### src/rtl/coherence_bus_arbiter_if.sv
// Bus bundle between coherence_bus_arbiter and the two cache controllers plus memory.
// master = arbiter side, slave = caches/memory side.
interface coherence_bus_arbiter_if #(
   parameter int unsigned ADDR_W = 3,
   parameter int unsigned DATA_W = 8
);
   logic [1:0]        req;
   logic [1:0]        op0;
   logic [1:0]        op1;
   logic [ADDR_W-1:0] addr0;
   logic [ADDR_W-1:0] addr1;
   logic [1:0]        grant;
   logic [1:0]        done;
   logic [DATA_W-1:0] rdata;
   logic [1:0]        snp_valid;
   logic [1:0]        snp_op;
   logic [ADDR_W-1:0] snp_addr;
   logic [1:0]        snp_ack;
   logic [1:0]        snp_wb;
   logic [DATA_W-1:0] snp_wdata;
   logic [ADDR_W-1:0] mem_addr;
   logic              mem_we;
   logic [DATA_W-1:0] mem_wdata;
   logic [DATA_W-1:0] mem_rdata;
   logic              abort_mem;
   logic              busy;
   logic              timeout_err;

   modport master (
      input  req, op0, op1, addr0, addr1, snp_ack, snp_wb, snp_wdata, mem_rdata,
      output grant, done, rdata, snp_valid, snp_op, snp_addr, mem_addr, mem_we, mem_wdata,
             abort_mem, busy, timeout_err
   );

   modport slave (
      output req, op0, op1, addr0, addr1, snp_ack, snp_wb, snp_wdata, mem_rdata,
      input  grant, done, rdata, snp_valid, snp_op, snp_addr, mem_addr, mem_we, mem_wdata,
             abort_mem, busy, timeout_err
   );
endinterface

### src/rtl/coherence_bus_arbiter.sv
// Two-cache MSI snooping-bus arbiter: grants the bus, broadcasts the snoop, handles write-back.
// Optional snoop-ack timeout is enabled by defining COH_ARB_SNOOP_TIMEOUT_EN.
module coherence_bus_arbiter #(
   parameter int unsigned ADDR_W  = 3,
   parameter int unsigned DATA_W  = 8,
   parameter int unsigned TIMEOUT = 15
) (
   input logic                     clock,
   input logic                     reset,
   coherence_bus_arbiter_if.master bus
);

   typedef enum logic [2:0] {
      StIdle,
      StSnoop,
      StWb,
      StMemRd,
      StMemWait,
      StDone
   } state_e;

   localparam logic [1:0] OpInv = 2'b11;

   state_e            state_q, state_d;
   logic              owner_q, owner_d;
   logic              last_owner_q, last_owner_d;
   logic [1:0]        op_q, op_d;
   logic [ADDR_W-1:0] addr_q, addr_d;
   logic [DATA_W-1:0] wdata_q, wdata_d;
   logic [DATA_W-1:0] rdata_q, rdata_d;
   logic              timeout_err_q, timeout_err_d;

   logic       valid0, valid1;
   logic       other;
   logic       ack, ack_wb;
   logic       snoop_go;
   logic       timed_out;
   logic [1:0] owner_oh;
   logic [1:0] other_oh;

   assign valid0   = bus.req[0] & (bus.op0 != 2'b00);
   assign valid1   = bus.req[1] & (bus.op1 != 2'b00);
   assign other    = ~owner_q;
   assign owner_oh = owner_q ? 2'b10 : 2'b01;
   assign other_oh = owner_q ? 2'b01 : 2'b10;
   // Only the non-owner's response counts; an ack from the owner is ignored.
   assign ack      = bus.snp_ack[other];
   assign ack_wb   = bus.snp_wb[other];

`ifdef COH_ARB_SNOOP_TIMEOUT_EN
   localparam int unsigned CntW = $clog2(TIMEOUT + 1);

   logic [CntW-1:0] cnt_q, cnt_d;
   logic            expired;

   assign expired   = (state_q == StSnoop) && (cnt_q == CntW'(TIMEOUT - 1));
   assign timed_out = expired & ~ack;
   assign snoop_go  = ack | expired;

   always_comb begin
      cnt_d = '0;
      if (state_q == StSnoop) cnt_d = cnt_q + CntW'(1);
   end

   always_ff @(posedge clock) begin
      if (reset) cnt_q <= '0;
      else       cnt_q <= cnt_d;
   end
`else
   logic [31:0] unused_timeout;

   assign unused_timeout = 32'(TIMEOUT);
   assign timed_out      = 1'b0;
   assign snoop_go       = ack;
`endif

   always_comb begin
      state_d       = state_q;
      owner_d       = owner_q;
      last_owner_d  = last_owner_q;
      op_d          = op_q;
      addr_d        = addr_q;
      wdata_d       = wdata_q;
      rdata_d       = rdata_q;
      timeout_err_d = timeout_err_q;
      case (state_q)
         StIdle: begin
            if (valid0 | valid1) begin
               owner_d = (valid0 & valid1) ? ~last_owner_q : valid1;
               op_d    = owner_d ? bus.op1 : bus.op0;
               addr_d  = owner_d ? bus.addr1 : bus.addr0;
               state_d = StSnoop;
            end
         end
         StSnoop: begin
            if (snoop_go) begin
               timeout_err_d = timeout_err_q | timed_out;
               if (ack && ack_wb) begin
                  wdata_d = bus.snp_wdata;
                  state_d = StWb;
               end else if (op_q == OpInv) begin
                  state_d = StDone;
               end else begin
                  state_d = StMemRd;
               end
            end
         end
         StWb: begin
            rdata_d = wdata_q;
            state_d = StDone;
         end
         StMemRd:   state_d = StMemWait;
         StMemWait: begin
            rdata_d = bus.mem_rdata;
            state_d = StDone;
         end
         StDone: begin
            last_owner_d = owner_q;
            state_d      = StIdle;
         end
         default: state_d = StIdle;
      endcase
   end

   always_comb begin
      bus.grant       = 2'b00;
      bus.done        = 2'b00;
      bus.snp_valid   = 2'b00;
      bus.mem_addr    = '0;
      bus.mem_we      = 1'b0;
      bus.abort_mem   = 1'b0;
      bus.busy        = (state_q != StIdle);
      bus.rdata       = rdata_q;
      bus.snp_op      = op_q;
      bus.snp_addr    = addr_q;
      bus.mem_wdata   = wdata_q;
      bus.timeout_err = timeout_err_q;
      if (state_q != StIdle) bus.grant = owner_oh;
      case (state_q)
         StSnoop: bus.snp_valid = other_oh;
         StWb: begin
            bus.mem_we    = 1'b1;
            bus.mem_addr  = addr_q;
            bus.abort_mem = 1'b1;
         end
         StMemRd: bus.mem_addr = addr_q;
         StDone:  bus.done     = owner_oh;
         default: ;
      endcase
   end

   always_ff @(posedge clock) begin
      if (reset) begin
         state_q       <= StIdle;
         owner_q       <= 1'b0;
         last_owner_q  <= 1'b1;
         op_q          <= 2'b00;
         addr_q        <= '0;
         wdata_q       <= '0;
         rdata_q       <= '0;
         timeout_err_q <= 1'b0;
      end else begin
         state_q       <= state_d;
         owner_q       <= owner_d;
         last_owner_q  <= last_owner_d;
         op_q          <= op_d;
         addr_q        <= addr_d;
         wdata_q       <= wdata_d;
         rdata_q       <= rdata_d;
         timeout_err_q <= timeout_err_d;
      end
   end

endmodule

### src/flat_wrapper.sv
// flat-port wrapper written by rule: the top's interface ports become plain ports
module coherence_bus_arbiter_flat 
#(
   parameter int unsigned ADDR_W  = 3,
   parameter int unsigned DATA_W  = 8,
   parameter int unsigned TIMEOUT = 15
)
  (clock, reset, bus_req, bus_op0, bus_op1, bus_addr0, bus_addr1, bus_snp_ack, bus_snp_wb, bus_snp_wdata, bus_mem_rdata, bus_grant, bus_done, bus_rdata, bus_snp_valid, bus_snp_op, bus_snp_addr, bus_mem_addr, bus_mem_we, bus_mem_wdata, bus_abort_mem, bus_busy, bus_timeout_err);
  coherence_bus_arbiter_if #(.ADDR_W(ADDR_W), .DATA_W(DATA_W)) bus_i ();
  input logic clock;
  input logic reset;
  input wire logic [$bits(bus_i.req)-1:0] bus_req;
  input wire logic [$bits(bus_i.op0)-1:0] bus_op0;
  input wire logic [$bits(bus_i.op1)-1:0] bus_op1;
  input wire logic [$bits(bus_i.addr0)-1:0] bus_addr0;
  input wire logic [$bits(bus_i.addr1)-1:0] bus_addr1;
  input wire logic [$bits(bus_i.snp_ack)-1:0] bus_snp_ack;
  input wire logic [$bits(bus_i.snp_wb)-1:0] bus_snp_wb;
  input wire logic [$bits(bus_i.snp_wdata)-1:0] bus_snp_wdata;
  input wire logic [$bits(bus_i.mem_rdata)-1:0] bus_mem_rdata;
  output wire logic [$bits(bus_i.grant)-1:0] bus_grant;
  output wire logic [$bits(bus_i.done)-1:0] bus_done;
  output wire logic [$bits(bus_i.rdata)-1:0] bus_rdata;
  output wire logic [$bits(bus_i.snp_valid)-1:0] bus_snp_valid;
  output wire logic [$bits(bus_i.snp_op)-1:0] bus_snp_op;
  output wire logic [$bits(bus_i.snp_addr)-1:0] bus_snp_addr;
  output wire logic [$bits(bus_i.mem_addr)-1:0] bus_mem_addr;
  output wire logic [$bits(bus_i.mem_we)-1:0] bus_mem_we;
  output wire logic [$bits(bus_i.mem_wdata)-1:0] bus_mem_wdata;
  output wire logic [$bits(bus_i.abort_mem)-1:0] bus_abort_mem;
  output wire logic [$bits(bus_i.busy)-1:0] bus_busy;
  output wire logic [$bits(bus_i.timeout_err)-1:0] bus_timeout_err;
  assign bus_i.req = bus_req;
  assign bus_i.op0 = bus_op0;
  assign bus_i.op1 = bus_op1;
  assign bus_i.addr0 = bus_addr0;
  assign bus_i.addr1 = bus_addr1;
  assign bus_i.snp_ack = bus_snp_ack;
  assign bus_i.snp_wb = bus_snp_wb;
  assign bus_i.snp_wdata = bus_snp_wdata;
  assign bus_i.mem_rdata = bus_mem_rdata;
  assign bus_grant = bus_i.grant;
  assign bus_done = bus_i.done;
  assign bus_rdata = bus_i.rdata;
  assign bus_snp_valid = bus_i.snp_valid;
  assign bus_snp_op = bus_i.snp_op;
  assign bus_snp_addr = bus_i.snp_addr;
  assign bus_mem_addr = bus_i.mem_addr;
  assign bus_mem_we = bus_i.mem_we;
  assign bus_mem_wdata = bus_i.mem_wdata;
  assign bus_abort_mem = bus_i.abort_mem;
  assign bus_busy = bus_i.busy;
  assign bus_timeout_err = bus_i.timeout_err;
  coherence_bus_arbiter #(.ADDR_W(ADDR_W), .DATA_W(DATA_W), .TIMEOUT(TIMEOUT)) u_core (.clock(clock), .reset(reset), .bus(bus_i));
endmodule
### config.mk
export PLATFORM = sky130hd
export DESIGN_NAME = coherence_bus_arbiter_flat
export DESIGN_NICKNAME = d
export VERILOG_FILES = /design/src/rtl/coherence_bus_arbiter_if.sv /design/src/rtl/coherence_bus_arbiter.sv /design/src/flat_wrapper.sv
export SDC_FILE = /design/constraint.sdc
export NUM_CORES = 1
export LEC_CHECK = 0
export CORE_MARGIN = 2
export CORE_UTILIZATION = 38
export DETAILED_ROUTE_END_ITERATION = 6
export PLACE_DENSITY = 0.79
export RECOVER_POWER = 50
export SLEW_MARGIN = 20
export SYNTH_ARGS = -nofsm -noshare
export SYNTH_HDL_FRONTEND = slang
export SYNTH_SLANG_ARGS = --single-unit
### constraint.sdc
create_clock -name clock -period 1.86 [get_ports clock]
set_input_delay 0.558 -clock clock [delete_from_list [all_inputs] [get_ports clock]]
set_output_delay 0.558 -clock clock [all_outputs]
set_load 0.02 [all_outputs]
==> metrics.sh, run 1 <==
RUN_STATUS='finished with violations'
FAILED_CHECKS='negative setup slack'
TIMING.SLEW.HEADROOM=0.633
SYNTH.TOP_CELLS.BY_AREA='dfxtp_1, mux2i_1, nor2_1'
CP_COMMON_CELL='buf_6'
POWER_DENSITY_nW_PER_UM2=764
WORSTPATHMAXFANOUT=6
REPORT.FINAL.SETUP_VIOL=5
INITIAL_CORE_UTIL=0.396
RR_WORST_DEPTH=6
FINAL-HOLD-VIOLATION-COUNT=0
TIGHTEST_SLEW_NS=0.548
CP_DATA_REQUIRED_TIME_NS=1.30
TRITONCTS_NUM_SINKS=26
WORSTHOLDPATHTYPE='flop to flop'
TIMING.CRITICAL_PATH.ARRIVAL_NS=1.38
TOTAL_POWER_mW=1.52
ANTENNA_CELLS_INSERTED=0
FINALNETCOUNT=251
DIE_HEIGHT_UM=60.4
POWER.LEAKAGE_nW=0.835
GRT_MAX_DEGREE=17
SYN_TO_FINAL_GROWTH_PCT=64.7
WORST_CLOCK_SKEW_NS=0.00270
SWITCHING_PART_OF_THE_TOTAL=0.351
FINAL_PERIOD_MINUS_WORST_SETUP_SLACK_NS=1.94
SYNTH_ENABLE_FLOP_CELLS=0
CLK_PIN_SLEW_WORST_PATHS_NS=0.13
PLACE_CONGESTION=0.851
TIMING.MAX_CAP.VIOLATIONS=0
SEQ_POWER_SHARE=0.427
CRIT_PATH_START_KIND='flop'
CTS-HOLD-FIX-BUFFERS=0
WORSTHOLDPATHCELLS=2
VIAS=1325
FLOORPLAN.DIE_AREA_UM2=3650
SYN_AREA_PER_CELL_UM2=8.96
GROUTE.USAGE.OVERALL=0.205
NUM_ROWS=20
CRITPATHKIND='flop to output pin'
CLOCK_INSERTION_DELAY_AT_THE_LATER_PIN_OF_THE_SKEW_REPORT_NS=0.31
FIN_CRIT_SH=1.04
MAIN_FLOP_TYPE_AFTER_SYNTHESIS='dfxtp_1'
FMAX_MHz=516
COMBINATIONALPOWERSHARE=0.424
VIA_COUNT_OF_THE_FIRST_GLOBAL_ROUTING_PASS=1178
YOSYSMOSTFREQUENTCELL='dfxtp_1'
TOTAL_CLOCK_BUFFERS_CREATED_BY_CTS=3
POSTSYNTHCELLCOUNT=135
LAYOUT_CELL_SHARE_WITH_DRIVE_STRENGTH_BEYOND_1=0.228
I_O_BUFFERS=66
YS_FF_LATCH=26
INITIAL_ANTENNA_VIOLATION_COUNT=0
MAX-CLOCK-PATH-BUFFERS=2
WL_PER_CELL_UM=15.1
NUM-FILL-CELLS=263
SYNTH-ASYNC-RESET-RATIO=0
FINAL.SETUP.WORST_SLACK_NS=-0.0789
POWER_FRAC_CLOCK=0.148
TNS_NS=-0.131
DRT_ITER0_DRC=59
CORE_AREA_UM2=3050
SYNTH.TOP_CELLS.BY_COUNT='dfxtp_1, nor2_1, mux2i_1'
DIE_W_UM=60.4
CTS-ROOT-BUF='clkbuf_4'
CELLINTERNALPOWER_mW=0.988
MAPPEDNETLISTAREA_UM2=1210
TIMING.CRITICAL_PATH.SLOWEST_STAGE_CELL='dfxtp_1'
YOSYSWARNINGS=0
MAXSLEWVIOLCOUNT=0
SWITCHING_POWER_mW=0.535
VDD.IR_DROP.WORST_uV=403
TRITONCTS='yes'
CRITICAL_PATH.ENDPOINT_TYPE='output pin'
SYNTHDISTINCTLIBCELLS=31
CRITICAL_PATH.CELL_CHAIN='buf_6 -> nand3b_1 -> nor2_2 -> buf_6'
DRCVIOLATIONCOUNT=0
H-TREE-DEPTH=1
CRIT_PATH_LARGEST_CELL_DELAY_NS=0.36
MAPPEDNETLISTNETS=169
WORST_HOLD_SLACK_NS=0.473
DETAIL_ROUTE.WIRELENGTH_MM=3.90
PIN_COUNT=68
SYNTH_SEQUENTIAL_AREA_RATIO=0.430
FIRST_PASS_ITERS=4
ROUTE.DETAILED.VIAS_PER_INST=5.12
SYNTH_TOP_AREA_SHARE=0.430
GLOBALROUTE.TOTALOVERFLOW=0
ANT_NETS=0
GRT_SETUP_UNREPAIRED='true'
DP_HPWL_MM=3.03
GRT_PASS1_WL_MM=5.65
SYNTH_LARGEST_AREA_CELL='dfxtp_1'
[power by group through the flow]
stage / clock (mW) / sequential, mW / combinational, mW
6_report: 0.226 / 0.651 / 0.646
5_1_grt: 0.249 / 0.656 / 0.686
4_1_cts: 0.230 / 0.651 / 0.627
3_5_place_dp: 0 / 0.662 / 0.651
3_3_place_gp: 0 / 0.659 / 0.632
2_1_floorplan: 0 / 0.700 / 0.292
[worst max-delay path: cells and delay by family (launching register included)]
kind | cells | cell delay (ns)
AND/OR/NAND/NOR | 2 | 0.43
buffers and inverters | 2 | 0.28
flip-flops | 1 | 0.36
[worst paths after layout]
check                                                       from                               end  slack, ns
worst min-delay path            u_core.bus.rdata[0]$_SDFFE_PP0P_  u_core.bus.rdata[0]$_SDFFE_PP0P_       0.47
worst min register to register  u_core.bus.rdata[0]$_SDFFE_PP0P_  u_core.bus.rdata[0]$_SDFFE_PP0P_       0.47
worst max-delay path              u_core.state_q[1]$_SDFFE_PP0P_                       bus_done[1]      -0.08
worst max register to register    u_core.state_q[2]$_SDFFE_PP0P_    u_core.state_q[0]$_SDFFE_PP0P_       0.11
[final cells by class]
type / instances / area [um^2] / area share
Timing Repair Buffer: 87 / 729 / 0.366
Multi-Input combinational cell: 96 / 653 / 0.328
Sequential cell: 26 / 522 / 0.262
Tap cell: 44 / 55.1 / 0.0276
Clock buffer: 3 / 22.5 / 0.0113
Inverter: 3 / 11.3 / 0.00565
[cell usage in the layout, fill, tap and decap left out, types with 2 or more instances in the layout]
master / instances
a311oi_1: 2
dlygate4sd2_1: 11
buf_4: 20
nand2_1: 9
a22oi_1: 8
buf_6: 6
clkbuf_1: 8
o21ai_1: 2
and2_1: 5
nand3b_1: 2
buf_2: 6
mux2i_1: 13
clkdlybuf4s50_1: 35
nor2_2: 3
clkbuf_4: 3
a21oi_1: 10
nor2_1: 20
dfxtp_1: 25
a211oi_1: 6
inv_1: 2
[cells by family (layout without fill, tap and decap cells)]
| logic type | count (synthesis) | in the layout | share of synthesized area |
|---|---|---|---|
| AO/OA/AOI/OAI | 35 | 35 | 0.203 |
| buffers and inverters | 13 | 93 | 0.0589 |
| other | 1 | 1 | 0.00310 |
| AND/OR/NAND/NOR | 46 | 46 | 0.188 |
| flip-flops | 26 | 26 | 0.430 |
| multiplexers | 14 | 14 | 0.117 |
[registers in the layout (all words and copies together) (netlist names)]
| signal | cells |
|---|---|
| u_core.bus.mem_wdata | 8 |
| u_core.last_owner_q | 1 |
| u_core.bus.snp_addr | 3 |
| u_core.bus.snp_op | 2 |
| u_core.owner_q | 1 |
| u_core.state_q | 3 |
| u_core.bus.rdata | 8 |
[layer usage]
layer / vias up / global-route usage / part of all wire
met1: 660 / 0.277 / 0.41
met3: 4 / 0.00640 / 0.021
met2: 26 / 0.362 / 0.55
met4: 0 / 0.0559 / 0.012
li1: 635 / - / -
met5: - / 0 / 0
[through the flow]
stage / setup WS, ns / utilization / instances / cell area, um^2
after detailed placement: -0.266 / 0.661 / 253 / 2020
after global placement: -0.146 / 0.661 / 253 / 2020
final: -0.0789 / 0.653 / 259 / 1990
after floorplan: 0.0847 / - / 135 / 1220
after global routing: -0.141 / 0.653 / 259 / 1990
after CTS: -0.00992 / 0.657 / 257 / 2000
[what timing repair did]
item	4_1_cts	5_1_grt
resized for setup	69	22
pin swaps	2	2
endpoints found under the setup margin	23	21
setup buffers	1	2
(Power assumes the default switching activity.)
==> run 2: changes to the inputs <==
- TNS_END_PERCENT: unset -> 1
==> metrics.sh, run 2 (same netlist as run 1, synthesis figures left out) <==
VIAS=1306  # -1.4%
SWITCHING_PART_OF_THE_TOTAL=0.348  # -0.00362
WORSTHOLDPATHTYPE='flop to flop'
POWER_DENSITY_nW_PER_UM2=746  # -2.3%
PLACE_AREA_UM2=2020  # unchanged
TOTAL_CLOCK_BUFFERS_CREATED_BY_CTS=3  # unchanged
CLOCK_INSERTION_DELAY_AT_THE_LATER_PIN_OF_THE_SKEW_REPORT_NS=0.31  # about the same
DIE_HEIGHT_UM=60.4  # unchanged
POST_CTS_BUFFERS=0  # -1
CLK_PIN_SLEW_WORST_PATHS_NS=0.13  # about the same
DRT_ITER0_DRC=58  # -1.7%
WORST_HOLD_SLACK_NS=0.473  # +0.0000910 ns
CRITPATHKIND='flop to output pin'
PIN_COUNT=68  # unchanged
CRITICAL_PATH.REG2REG.ENDPOINT='u_core.bus.snp_op[1]$_SDFFE_PP0P_'
CTS-HOLD-FIX-BUFFERS=0  # unchanged
INITIAL_CORE_UTIL=0.396  # unchanged
CP_TOP_FAMILY='flip-flops'
POWER.LEAKAGE_nW=0.964  # +15%
SWITCHING_POWER_mW=0.529  # -1.1%
FAILED_CHECKS='negative setup slack'
H-TREE-DEPTH=1  # unchanged
LAYOUT.CELLS.MOST_COMMON='clkdlybuf4s50_1'
FIN_CRIT_SH=1.01  # -0.0275
CRITPATHBUFINV=2  # unchanged
FINAL_PERIOD_MINUS_WORST_SETUP_SLACK_NS=1.89  # -0.0511 ns
MULTI_INPUT_GATE_AREA_IN_THE_FINAL_LAYOUT_UM2=656  # +0.38%
CP_DATA_REQUIRED_TIME_NS=1.30  # about the same
PLACE_CONGESTION=0.851  # unchanged
WORST_CLOCK_SKEW_NS=0.00137  # -0.00134 ns
GRT_PASS1_WL_MM=5.53  # -2.1%
VIA_COUNT_OF_THE_FIRST_GLOBAL_ROUTING_PASS=1167  # -0.93%
CRIT_PATH_LARGEST_CELL_DELAY_NS=0.35  # about the same
GROUTE.USAGE.OVERALL=0.200  # -0.00486
COMBINATIONALPOWERSHARE=0.424  # about the same
TIMING.MAX_CAP.VIOLATIONS=0  # unchanged
FMAX_MHz=530  # +2.7%
SEQ_AREA_UM2=523  # +0.24%
CORE_AREA_UM2=3050  # unchanged
GLOBALROUTE.TOTALOVERFLOW=0  # unchanged
TIMING.CRITICAL_PATH.SLOWEST_STAGE_CELL='dfxtp_2'
TIMING.CRITICAL_PATH.ARRIVAL_NS=1.33  # -0.05 ns
DIE_W_UM=60.4  # unchanged
TRITONCTS_NUM_SINKS=26  # unchanged
SEQ_POWER_SHARE=0.428  # about the same
DRCVIOLATIONCOUNT=0  # unchanged
NUM-FILL-CELLS=266  # +1.1%
FLOORPLAN.DIE_AREA_UM2=3650  # unchanged
SYN_TO_FINAL_GROWTH_PCT=68.7
CRIT-REG2REG-LAUNCH='u_core.state_q[1]$_SDFFE_PP0P_'
MAXSLEWVIOLCOUNT=0  # unchanged
POWER_FRAC_CLOCK=0.148  # about the same
TIMING.SLEW.HEADROOM=0.635  # +0.00215
MAX-CLOCK-PATH-BUFFERS=2  # unchanged
WORST_SETUP_PATH_ENDPOINT='bus_done[1]'
REPORT.FINAL.SETUP_VIOL=5  # unchanged
TIMING.REG2REG.SETUP_SLACK_NS=0.15  # +0.04 ns
GRT_SETUP_UNREPAIRED='true'
CRIT_PATH_START_KIND='flop'
FIRST_PASS_ITERS=4  # unchanged
FINAL.SETUP.WORST_SLACK_NS=-0.0278  # +0.0511 ns
CP-STARTPOINT='u_core.state_q[1]$_SDFFE_PP0P_'
MOST_FREQUENT_CELLS_IN_THE_LAYOUT='clkdlybuf4s50_1, dfxtp_1, nor2_1'
TIGHTEST_SLEW_NS=0.545  # -0.00322 ns
RUN_STATUS='finished with violations'
ANTENNA_CELLS_INSERTED=0  # unchanged
TRITONCTS='yes'
ROUTE.DETAILED.VIAS_PER_INST=5.10  # -0.28%
FINAL-HOLD-VIOLATION-COUNT=0  # unchanged
LAYOUT_CELL_SHARE_WITH_DRIVE_STRENGTH_BEYOND_1=0.212  # -0.0156
CTS-ROOT-BUF='clkbuf_4'
NUM_ROWS=20  # unchanged
TIMING.CRITICAL_PATH.DEPTH=4  # unchanged
INITIAL_ANTENNA_VIOLATION_COUNT=0  # unchanged
ANT_NETS=0  # unchanged
WL_PER_CELL_UM=14.7  # -2.2%
I_O_BUFFERS=66  # unchanged
FINALNETCOUNT=248  # -1.2%
DP_HPWL_MM=3.03  # unchanged
WORSTPATHMAXFANOUT=6  # unchanged
POST-ROUTE-CELL-AREA_UM2=2040  # +2.4%
CP_COMMON_CELL='buf_4'
VDD.IR_DROP.WORST_uV=405  # +0.32%
DETAIL_ROUTE.WIRELENGTH_MM=3.77  # -3.3%
GRT_MAX_DEGREE=17  # unchanged
CRITICAL_PATH.ENDPOINT_TYPE='output pin'
CRITICAL_PATH.CELL_CHAIN='buf_4 -> nand3b_1 -> nor2_1 -> buf_4'
RR_WORST_DEPTH=8  # +2
CELLINTERNALPOWER_mW=0.994  # +0.54%
[run 2: cell count changes in the layout (fill, tap and decap cells not counted), moves of 2 or more]
cell	before	now
buf_2	6	8
dlymetal6s2s_1	0	7
buf_6	6	3
clkbuf_1	8	0
buf_4	20	18
nor2_2	3	0
nor2_4	0	2
[run 2: worst min-delay path by stage]
stage	startpoint	end	slack, ns	cells past startpoint
floorplan	u_core.last_owner_q$_SDFFE_PP1N_	u_core.last_owner_q$_SDFFE_PP1N_	0.44	1
global placement	u_core.bus.rdata[7]$_SDFFE_PP0P_	u_core.bus.rdata[7]$_SDFFE_PP0P_	0.44	2
detailed placement	u_core.bus.rdata[0]$_SDFFE_PP0P_	u_core.bus.rdata[0]$_SDFFE_PP0P_	0.45	2
CTS	u_core.bus.rdata[0]$_SDFFE_PP0P_	u_core.bus.rdata[0]$_SDFFE_PP0P_	0.47	2
global route	u_core.bus.rdata[0]$_SDFFE_PP0P_	u_core.bus.rdata[0]$_SDFFE_PP0P_	0.49	2
finish	u_core.bus.rdata[0]$_SDFFE_PP0P_	u_core.bus.rdata[0]$_SDFFE_PP0P_	0.47	2
[run 2: area by class of cell]
type	instances	share of cell area
Timing Repair Buffer	84	0.379
Inverter	3	0.00552
Multi-Input combinational cell	96	0.321
Tap cell	44	0.0270
Sequential cell	26	0.256
Clock buffer	3	0.0110
[run 2: routing by layer]
metal	up-vias	global-route usage	routed length (um)
met2	33	0.356	2080
met1	640	0.267	1560
met3	4	0.00640	84
li1	629	-	-
met5	-	0	0
met4	0	0.0559	45
[run 2: power groups by stage]
stage | Sequential (mW) | Combinational (mW) | Clock [mW]
finish | 0.651 | 0.646 | 0.226
global route | 0.656 | 0.688 | 0.247
CTS | 0.649 | 0.619 | 0.230
detailed placement | 0.662 | 0.651 | 0
global placement | 0.659 | 0.632 | 0
floorplan | 0.700 | 0.292 | 0
[run 2: stage by stage]
stage | setup WS (ns) | setup TNS, ns | power [mW] | instances | utilization
global route | -0.0780 | -0.404 | 1.59 | 256 | 0.668
CTS | -0.0379 | -0.108 | 1.50 | 256 | 0.652
global placement | -0.146 | -2.08 | 1.29 | 253 | 0.661
detailed placement | -0.266 | -2.57 | 1.31 | 253 | 0.661
floorplan | 0.0847 | 0 | 0.992 | 135 | -
finish | -0.0278 | -0.0675 | 1.52 | 256 | 0.668
[run 2: what timing repair did]
item / in CTS / in global routing
endpoints found under the hold margin: 0 / 0
pin swaps: 1 / 0
resized for setup: 64 / 20
endpoints found under the setup margin: 23 / 22
[run 2: worst reg2reg max path: stages, from the launching register on]
cell and delay, ns:
dfxtp_2 0.35, buf_4 0.16, nor3_4 0.24, inv_1 0.08, buf_4 0.13, a21oi_1 0.17, buf_4 0.21, nor2_1 0.07
a211oi_2 0.23
==> run 3: changes to the inputs <==
- CORE_MARGIN: 2 -> unset
==> metrics.sh, run 3 (same netlist as run 1, synthesis figures left out) <==
GRT_SETUP_UNREPAIRED='true'
FAILED_CHECKS='negative setup slack'
INITIAL_CORE_UTIL=0.400  # +0.00328
CP_TOP_FAMILY='simple AND/OR/NAND/NOR gates'
TOTAL_CLOCK_BUFFERS_CREATED_BY_CTS=3  # unchanged
FIRST_PASS_ITERS=4  # unchanged
POWER_FRAC_CLOCK=0.232  # +0.084
GROUTE.USAGE.OVERALL=0.215  # +0.0153
WORST_CLOCK_SKEW_NS=0.00316  # +0.00179 ns
CRITICAL_PATH.CELL_CHAIN='or3b_4 -> nor2_1 -> buf_4'
H-TREE-DEPTH=1  # unchanged
ANTENNA_CELLS_INSERTED=0  # unchanged
ROUTE.DETAILED.VIAS_PER_INST=4.93  # -3.3%
TIMING.REG2REG.SETUP_SLACK_NS=0.15  # about the same
DIE_HEIGHT_UM=58.4  # -3.3%
VIAS=1273  # -2.5%
DIE_W_UM=58.4  # -3.3%
CRITICAL_PATH.ENDPOINT_TYPE='output pin'
CRITPATHBUFINV=1  # -1
I_O_BUFFERS=66  # unchanged
CELLINTERNALPOWER_mW=1.12  # +13%
WORST_HOLD_SLACK_NS=0.472  # -0.00128 ns
NUM-FILL-CELLS=246  # -7.5%
CRIT_PATH_START_KIND='flop'
VIA_COUNT_OF_THE_FIRST_GLOBAL_ROUTING_PASS=1251  # +7.2%
PLACE_CONGESTION=0.862  # +1.2%
PIN_COUNT=68  # unchanged
CORE_AREA_UM2=3030  # -0.82%
FLOORPLAN.DIE_AREA_UM2=3410  # -6.5%
ANT_NETS=0  # unchanged
TIMING.MAX_CAP.VIOLATIONS=0  # unchanged
CRIT_PATH_LARGEST_CELL_DELAY_NS=0.39  # +0.04 ns
GRT_PASS1_WL_MM=5.70  # +3.0%
GRT_MAX_DEGREE=16  # -1
DP_HPWL_MM=2.89  # -4.7%
POWER_DENSITY_nW_PER_UM2=828  # +11%
TIGHTEST_SLEW_NS=0.558  # +0.0137 ns
MAX-CLOCK-PATH-BUFFERS=2  # unchanged
TRITONCTS='yes'
WORSTPATHMAXFANOUT=6  # unchanged
SEQ_POWER_SHARE=0.398  # -0.030
FINAL.SETUP.WORST_SLACK_NS=-0.0285  # -0.000764 ns
MAXSLEWVIOLCOUNT=0  # unchanged
WORSTHOLDPATHTYPE='flop to flop'
WL_PER_CELL_UM=14.0  # -4.9%
COMBINATIONALPOWERSHARE=0.369  # -0.055
SYN_TO_FINAL_GROWTH_PCT=64.6
POWER.LEAKAGE_nW=0.845  # -12%
GLOBALROUTE.TOTALOVERFLOW=0  # unchanged
TRITONCTS_NUM_SINKS=26  # unchanged
CLOCK_INSERTION_DELAY_AT_THE_LATER_PIN_OF_THE_SKEW_REPORT_NS=0.32  # about the same
FIN_CRIT_SH=1.02  # about the same
POST_PLACEMENT_SETUP_SLACK_NS=-0.342  # -0.0751 ns
REPORT.FINAL.SETUP_VIOL=3  # -2
CLK_PIN_SLEW_WORST_PATHS_NS=0.14  # about the same
RUN_STATUS='finished with violations'
DRT_ITER0_DRC=28  # -52%
TIMING.SLEW.HEADROOM=0.626  # -0.00919
DETAIL_ROUTE.WIRELENGTH_MM=3.62  # -4.2%
VDD.IR_DROP.WORST_uV=564  # +39%
CRITPATHKIND='flop to output pin'
FINAL_PERIOD_MINUS_WORST_SETUP_SLACK_NS=1.89  # +0.000764 ns
SWITCHING_POWER_mW=0.529  # about the same
TIMING.CRITICAL_PATH.SLOWEST_STAGE_CELL='dfxtp_4'
FINALNETCOUNT=249  # +0.40%
FINAL-HOLD-VIOLATION-COUNT=0  # unchanged
NUM_ROWS=20  # unchanged
LAYOUT_CELL_SHARE_WITH_DRIVE_STRENGTH_BEYOND_1=0.224  # +0.0120
LAYOUT.CELLS.MOST_COMMON='clkdlybuf4s50_1'
CP_DATA_REQUIRED_TIME_NS=1.30  # about the same
INITIAL_ANTENNA_VIOLATION_COUNT=0  # unchanged
MOST_FREQUENT_CELLS_IN_THE_LAYOUT='clkdlybuf4s50_1, dfxtp_1, nor2_1'
TIMING.CRITICAL_PATH.ARRIVAL_NS=1.33  # about the same
FMAX_MHz=530  # about the same
CTS-ROOT-BUF='clkbuf_4'
DRCVIOLATIONCOUNT=0  # unchanged
SWITCHING_PART_OF_THE_TOTAL=0.321  # -0.0268
run 3: changes by cell type in the layout (fill, tap and decap cells not counted), moves of 2 or more:
cell             change
buf_4                +3
clkbuf_1             +8
buf_2                -2
nor2_4               -2
dlymetal6s2s_1       -7
clkdlybuf4s50_1      -3
dlygate4sd2_1        +2
run 3: power groups by stage:
| stage | Combinational, mW | Sequential, mW | Clock (mW) |
|---|---|---|---|
| 3_5_place_dp | 0.643 | 0.664 | 0 |
| 2_1_floorplan | 0.292 | 0.700 | 0 |
| 4_1_cts | 0.612 | 0.652 | 0.389 |
| 6_report | 0.609 | 0.657 | 0.383 |
| 3_3_place_gp | 0.630 | 0.661 | 0 |
| 5_1_grt | 0.653 | 0.662 | 0.417 |
run 3: area by class of cell:
type	count	area (um^2)	area share
Multi-Input combinational cell	96	646	0.324
Sequential cell	26	527	0.264
Clock inverter	1	30.0	0.0151
Timing Repair Buffer	85	701	0.352
Tap cell	44	55.1	0.0276
Inverter	3	11.3	0.00565
Clock buffer	3	22.5	0.0113
run 3: worst paths after layout:
path / from / endpoint / depth (start not counted)
max: u_core.state_q[1]$_SDFFE_PP0P_ / bus_snp_valid[1] / 3
min reg2reg: u_core.bus.rdata[6]$_SDFFE_PP0P_ / u_core.bus.rdata[6]$_SDFFE_PP0P_ / 2
max reg2reg: u_core.state_q[1]$_SDFFE_PP0P_ / u_core.bus.mem_wdata[6]$_SDFFE_PP0P_ / 6
min: u_core.bus.rdata[6]$_SDFFE_PP0P_ / u_core.bus.rdata[6]$_SDFFE_PP0P_ / 2
run 3: timing repair:
action / in CTS / in global routing
setup buffers: 1 / 0
endpoints found under the setup margin: 26 / 22
gates resized for setup: 73 / 15
pin swaps: 2 / 4
hold buffers: 0 / 0
run 3: metal layers:
layer / wire [um] / vias to the layer above / track usage / part of all wire
met5: 0 / - / 0 / 0
met4: 12 / 0 / 0.0204 / 0.0033
met2: 1990 / 20 / 0.415 / 0.55
met3: 88 / 2 / 0.0330 / 0.024
li1: - / 630 / - / -
met1: 1520 / 621 / 0.259 / 0.42
run 3: worst register-to-register path: cells and delay by family (launching register included):
family                 cells  cell delay (ns)
multiplexers               1             0.25
AND/OR/NAND/NOR            2             0.43
AO/OA/AOI/OAI              1             0.10
flip-flops                 1             0.39
buffers and inverters      2             0.45
run 3: through the flow:
stage                     std cells   util  power, mW  TNS [ns]  cell area [um^2]
final                           258  0.658       1.65   -0.0837              1990
after global routing            258  0.658       1.73    -0.680              1990
after CTS                       258  0.672       1.65    -0.273              2040
after floorplan                 135      -      0.992         0              1220
after detailed placement        253  0.667       1.31     -3.69              2020
after global placement          253  0.667       1.29     -2.85              2020
